[src/rtl/conv3x3_stream.sv]
`default_nettype none
// ============================================================================
// conv3x3_stream : streaming 3x3 convolution over a raster frame, valid region
// Optional macro CONV_SAT_EN: saturate (instead of wrap) the reduced output.
// Rev 1.0
// ============================================================================
module conv3x3_stream #(
    parameter int DATA_W = 8,
    parameter int COEF_W = 8,
    parameter int IMG_W  = 8,
    parameter int IMG_H  = 8,
    parameter int SHIFT  = 0,
    parameter int OUT_W  = 16
) (
    input  logic              clk,
    input  logic              rst_n,
    input  logic              in_st,
    input  logic [DATA_W-1:0] din,
    input  logic              din_vld,
    input  logic              coef_wr,
    input  logic [3:0]        coef_addr,
    input  logic [COEF_W-1:0] coef_din,
    output logic [OUT_W-1:0]  dout,
    output logic              dout_vld,
    output logic              out_st,
    output logic              busy
);
    localparam int PROD_W = DATA_W + COEF_W;
    localparam int SUM_W  = PROD_W + 4;
    localparam int CW     = $clog2(IMG_W);
    localparam int RW     = $clog2(IMG_H);
    localparam logic [CW-1:0] c_COL_LAST = CW'(IMG_W - 1);
    localparam logic [RW-1:0] c_ROW_LAST = RW'(IMG_H - 1);
    localparam logic [CW-1:0] c_COL_TWO  = CW'(2);
    localparam logic [RW-1:0] c_ROW_TWO  = RW'(2);
    localparam int c_KDEF [9] = '{8, 16, 8, 16, 32, 16, 8, 16, 8};

    typedef enum logic [1:0] {
        S_IDLE  = 2'd0,
        S_FILL  = 2'd1,
        S_RUN   = 2'd2,
        S_FLUSH = 2'd3
    } state_t;

    state_t            state_q, state_d;
    logic [CW-1:0]     col_q;
    logic [RW-1:0]     row_q;
    logic [DATA_W-1:0] lb0_q [IMG_W];
    logic [DATA_W-1:0] lb1_q [IMG_W];
    logic [DATA_W-1:0] win_q [9];
    logic [COEF_W-1:0] coef_q [9];
    logic [PROD_W-1:0] prod_q [9];
    logic              win_vld_q, win_last_q;
    logic              prod_vld_q, prod_last_q;
    logic [OUT_W-1:0]  dout_q;
    logic              dout_vld_q, out_st_q;

    logic              w_accept, w_col_end, w_row_end, w_last, w_win, w_corner;
    logic [SUM_W-1:0]  w_sum, w_shift;
    logic [OUT_W-1:0]  w_res;

    assign w_accept  = din_vld && !in_st && (state_q == S_FILL || state_q == S_RUN);
    assign w_col_end = (col_q == c_COL_LAST);
    assign w_row_end = (row_q == c_ROW_LAST);
    assign w_last    = w_col_end && w_row_end;
    assign w_win     = (row_q >= c_ROW_TWO) && (col_q >= c_COL_TWO);
    assign w_corner  = (row_q == c_ROW_TWO) && (col_q == c_COL_TWO);

    always_ff @(posedge clk or negedge rst_n) begin
        if (!rst_n) state_q <= S_IDLE;
        else        state_q <= state_d;
    end

    // A frame start overrides whatever the FSM is doing.
    always_comb begin
        state_d = state_q;
        if (in_st) begin
            state_d = S_FILL;
        end else begin
            case (state_q)
                S_FILL:  if (w_accept && w_last)        state_d = S_FLUSH;
                         else if (w_accept && w_corner) state_d = S_RUN;
                S_RUN:   if (w_accept && w_last)        state_d = S_FLUSH;
                S_FLUSH: if (out_st_q)                  state_d = S_IDLE;
                default: state_d = state_q;
            endcase
        end
    end

    always_ff @(posedge clk or negedge rst_n) begin
        if (!rst_n) begin
            col_q <= '0;
            row_q <= '0;
        end else if (in_st) begin
            col_q <= '0;
            row_q <= '0;
        end else if (w_accept) begin
            if (w_col_end) begin
                col_q <= '0;
                row_q <= w_row_end ? '0 : row_q + 1'b1;
            end else begin
                col_q <= col_q + 1'b1;
            end
        end
    end

    // Window index is row*3+col; column 2 is the newest, row 2 the current line.
    always_ff @(posedge clk) begin
        if (w_accept) begin
            lb1_q[col_q] <= lb0_q[col_q];
            lb0_q[col_q] <= din;
            for (int r = 0; r < 3; r++) begin
                win_q[r*3]   <= win_q[r*3+1];
                win_q[r*3+1] <= win_q[r*3+2];
            end
            win_q[2] <= lb1_q[col_q];
            win_q[5] <= lb0_q[col_q];
            win_q[8] <= din;
        end
    end

    always_ff @(posedge clk or negedge rst_n) begin
        if (!rst_n) begin
            for (int i = 0; i < 9; i++) coef_q[i] <= COEF_W'(c_KDEF[i]);
        end else if (coef_wr && state_q == S_IDLE && coef_addr <= 4'd8) begin
            coef_q[coef_addr] <= coef_din;
        end
    end

    always_ff @(posedge clk) begin
        if (win_vld_q) begin
            for (int i = 0; i < 9; i++) prod_q[i] <= PROD_W'(win_q[i]) * PROD_W'(coef_q[i]);
        end
    end

    always_ff @(posedge clk or negedge rst_n) begin
        if (!rst_n) begin
            win_vld_q   <= 1'b0;
            win_last_q  <= 1'b0;
            prod_vld_q  <= 1'b0;
            prod_last_q <= 1'b0;
            dout_vld_q  <= 1'b0;
            out_st_q    <= 1'b0;
            dout_q      <= '0;
        end else begin
            win_vld_q   <= w_accept && w_win;
            win_last_q  <= w_accept && w_last;
            prod_vld_q  <= !in_st && win_vld_q;
            prod_last_q <= !in_st && win_last_q;
            dout_vld_q  <= !in_st && prod_vld_q;
            out_st_q    <= !in_st && prod_last_q;
            if (prod_vld_q) dout_q <= w_res;
        end
    end

    always_comb begin
        w_sum = '0;
        for (int i = 0; i < 9; i++) w_sum = w_sum + SUM_W'(prod_q[i]);
    end

    assign w_shift = w_sum >> SHIFT;

    generate
        if (OUT_W > SUM_W) begin : g_wide
            assign w_res = {{(OUT_W-SUM_W){1'b0}}, w_shift};
        end else if (OUT_W == SUM_W) begin : g_equal
            assign w_res = w_shift;
        end else begin : g_narrow
`ifdef CONV_SAT_EN
            assign w_res = (|w_shift[SUM_W-1:OUT_W]) ? {OUT_W{1'b1}} : w_shift[OUT_W-1:0];
`else
            logic w_unused_hi;
            assign w_unused_hi = ^w_shift[SUM_W-1:OUT_W];
            assign w_res       = w_shift[OUT_W-1:0];
`endif
        end
    endgenerate

    assign dout     = dout_q;
    assign dout_vld = dout_vld_q;
    assign out_st   = out_st_q;
    assign busy     = (state_q != S_IDLE);

endmodule
`default_nettype wire

[config.mk]
export PLATFORM = sky130hd
export DESIGN_NAME = conv3x3_stream
export DESIGN_NICKNAME = d
export VERILOG_FILES = /design/src/rtl/conv3x3_stream.sv
export SDC_FILE = /design/constraint.sdc
export NUM_CORES = 2
export LEC_CHECK = 0
export ABC_CLOCK_PERIOD_IN_PS = 5300
export BUFFER_PORTS_ARGS = -buffer_cell sky130_fd_sc_hd__buf_2
export CORE_MARGIN = 2
export CORE_UTILIZATION = 55
export DETAILED_ROUTE_END_ITERATION = 10
export PLACE_DENSITY_LB_ADDON = 0.1
export RECOVER_POWER = 50
export SLEW_MARGIN = 0
export SYNTH_ARGS = -nofsm -noshare
export SYNTH_HDL_FRONTEND = slang
export SYNTH_SLANG_ARGS = --single-unit
[constraint.sdc]
create_clock -name clk -period 5.3 [get_ports clk]
set_input_delay 1.06 -clock clk [delete_from_list [all_inputs] [get_ports clk]]
set_output_delay 1.06 -clock clk [all_outputs]
set_load 0.02 [all_outputs]
==> metrics <==
setup TNS 0 ns; Final Cycle Share 0.917; max_cap viols 4; number of I/O port buffers 43; setup ws final 0.438 ns; Cell variety after synth 71; Post-synth EDFFs 344; Max Slew Vio Count 177; status finished, violations left; placed inst area 38800 sq um; Mapped Cells 3252; via/cell ratio 5.56; post-CTS sizing 0; crit path capture type flip-flop; initial antenna violation count 7; most common cell after layout, fill and taps aside inv_1; initial core utilization 0.557; fin area 40500 sq um; # DRC 0; drt pass-1 iters 5; dpl hpwl 68.4 mm; VDD IR-drop max 322 uV; commonest non-fill, non-tap cells in the layout inv_1, and2_1, fa_1; syn_nets 4052; I/O pin cnt 44; CTS tree built; total track usage 0.267; filler instances 5508; RSZ-0062 raised after global routing false; post-synthesis cell area 37500 sq um; global-route wire length before repair 143 mm; area of the core 67300 sq um; CP required 5.72 ns; Yosys warning total 0; Via Count 23700; fin nets 4140; detail-routed net length per standard cell 20.9 microns; relative slew slack -0.668; Synth Register Bits 446; Worst-Skew Late Latency 0.64 ns; WHS 0.459 ns; GRT overflow 0; Leak 0.0193 uW; worst-path fanout max 9; ys async rst share 0.229; pwr dens 368 nW/um^2; Post-CTS Setup Bufs 0; cts bufs inserted 51; syn avg cell area 11.5 sq um; kind of critical path flip-flop to flip-flop; f_max 206 MHz; cts hold-fix bufs 0; final core utilization 0.602; Final Setup Violations 0; 1st-iter DRT viols 1471; Setup Skew 0.0539 ns; Final min period 4.86 ns; pre-CTS setup slack 0.421 ns; Die Y 265 microns; number of H-tree levels 2; CTS Sinks 446; failing checks max-capacitance violations, max-slew violations; Area growth, synth to finish 7.99%; GP Congestion 0.898; largest net degree at the start of global routing 57; root buffer cell clkbuf_16; Final Hold Vio Count 0; total detailed-routing wirelength 88.9 mm; clk buf depth 3; vias in the first global route 25500; Worst EP arrival 5.28 ns; Die W 265 microns; Clock transition at path regs 0.06 ns; Antenna Nets Post-Route 0; die area 70200 sq um; row count 95; Post-synth top flop edfxtp_1; HP Class flip-flop to flip-flop; share of cells above drive strength 1 0.0692; CP Launch Type flip-flop; sequential area share after synthesis 0.344; Slew @ Worst Pin 2.50 ns
[worst max-delay path, cell delays in order (launching register included)]
cell,delay (ns)
edfxtp_1,0.54
and2_1,0.25
fa_1,0.54
inv_1,0.06
fa_1,0.54
inv_1,0.05
fa_1,0.47
inv_1,0.05
fa_1,0.47
inv_1,0.04
ha_1,0.34
o21a_1,0.15
o31a_1,0.22
o211ai_1,0.15
a31oi_1,0.32
nor4_1,0.09
a311oi_1,0.37
[metrics by stage]
step	cells	power [uW]
after global placement	4160	11300
final	4259	14900
after floorplan	3252	9520
after detailed placement	4160	11400
after global routing	4258	16100
after CTS	4256	15100
[metal layers]
metal,global-route usage,share of wire,vias up
met5,0,0,-
met4,0.0847,0.032,0
met3,0.0536,0.069,147
met2,0.432,0.47,666
met1,0.365,0.43,12000
li1,-,-,10900
[kinds of logic (layout without fill, tap and decap cells)]
group | Yosys count | count (layout) | share of synthesized area
other | 0 | 3 | 0
xor gates and xnor gates | 96 | 96 | 0.0224
buffers and inverters | 631 | 762 | 0.0636
muxes | 114 | 114 | 0.0378
DFF | 446 | 446 | 0.344
AOI/OAI and AO/OA | 351 | 351 | 0.0643
and+or+nand+nor | 839 | 839 | 0.124
adders and majority gates | 775 | 775 | 0.344
[worst paths after layout]
| check | start | end | slack [ns] | cells past startpoint |
|---|---|---|---|---|
| hold reg to reg | win_last_q$_DFF_PN0_ | prod_last_q$_DFF_PN0_ | 0.46 | 1 |
| min in group asynchronous | rst_n | coef_q[23]$_DFFE_PN0P_ | 0.54 | 1 |
| max in group asynchronous | rst_n | dout[8]$_DFFE_PN0P_ | 1.98 | 2 |
| hold / removal | win_last_q$_DFF_PN0_ | prod_last_q$_DFF_PN0_ | 0.46 | 1 |
| setup reg to reg | win_q[0][61]$_DFFE_PP_ | prod_q[0][127]$_DFFE_PP_ | 0.44 | 16 |
| setup / recovery | win_q[0][61]$_DFFE_PP_ | prod_q[0][127]$_DFFE_PP_ | 0.44 | 16 |
[registers in the layout (all words and copies together) (netlist names)]
| signal | flops |
|---|---|
| out_st | 1 |
| coef_q | 72 |
| state_q | 2 |
| row_q | 3 |
| prod_vld_q | 1 |
| lb1_q | 64 |
| dout | 16 |
| win_vld_q | 1 |
| lb0_q | 64 |
| prod_last_q | 1 |
| prod_q | 144 |
| dout_vld | 1 |
| win_last_q | 1 |
| col_q | 3 |
| win_q | 72 |
[cell type report]
cell class	count	area, sq um	share of cell area
diodes	3	7.51	0.000185
clock buffers	68	1370	0.0339
clock inverters	28	340	0.00841
inverters	606	2280	0.0562
multi-input cells	2175	22200	0.548
flip-flops and latches	446	12900	0.319
well taps	873	1090	0.0270
repair buffers	60	294	0.00727
[cells in the mapped netlist, types with 12 or more instances]
| cell | number | area, sq um |
|---|---|---|
| inv_1 | 603 | 2260 |
| and2_1 | 488 | 3050 |
| fa_1 | 425 | 8510 |
| ha_1 | 350 | 4380 |
| edfxtp_1 | 344 | 10300 |
| nand2_1 | 157 | 589 |
| dfrtp_1 | 93 | 2330 |
| nor2_1 | 91 | 342 |
| mux2_2 | 77 | 867 |
| a21oi_1 | 65 | 325 |
| xnor2_1 | 61 | 534 |
| o21ai_0 | 56 | 280 |
| o21a_1 | 50 | 375 |
| xor2_1 | 35 | 307 |
| a21o_1 | 31 | 233 |
| a211oi_1 | 27 | 203 |
| nor3_1 | 21 | 105 |
| mux2i_1 | 18 | 180 |
| a31oi_1 | 16 | 100 |
| o31ai_1 | 16 | 120 |
| nand2b_1 | 15 | 93.8 |
| nor2b_1 | 15 | 93.8 |
| clkbuf_1 | 14 | 52.6 |
| or3_1 | 14 | 87.6 |
| a22oi_1 | 12 | 90.1 |
| o21bai_1 | 12 | 90.1 |
[power breakdown]
group	leakage [uW]	switching (uW)	total, uW	internal (uW)
sequential	0.00448	640	5130	4490
combinational	0.0140	3550	6210	2660
clock	0.000820	1520	3570	2040
total	0.0193	5710	14900	9200
Note: power is estimated with default switching activity, not from simulation.
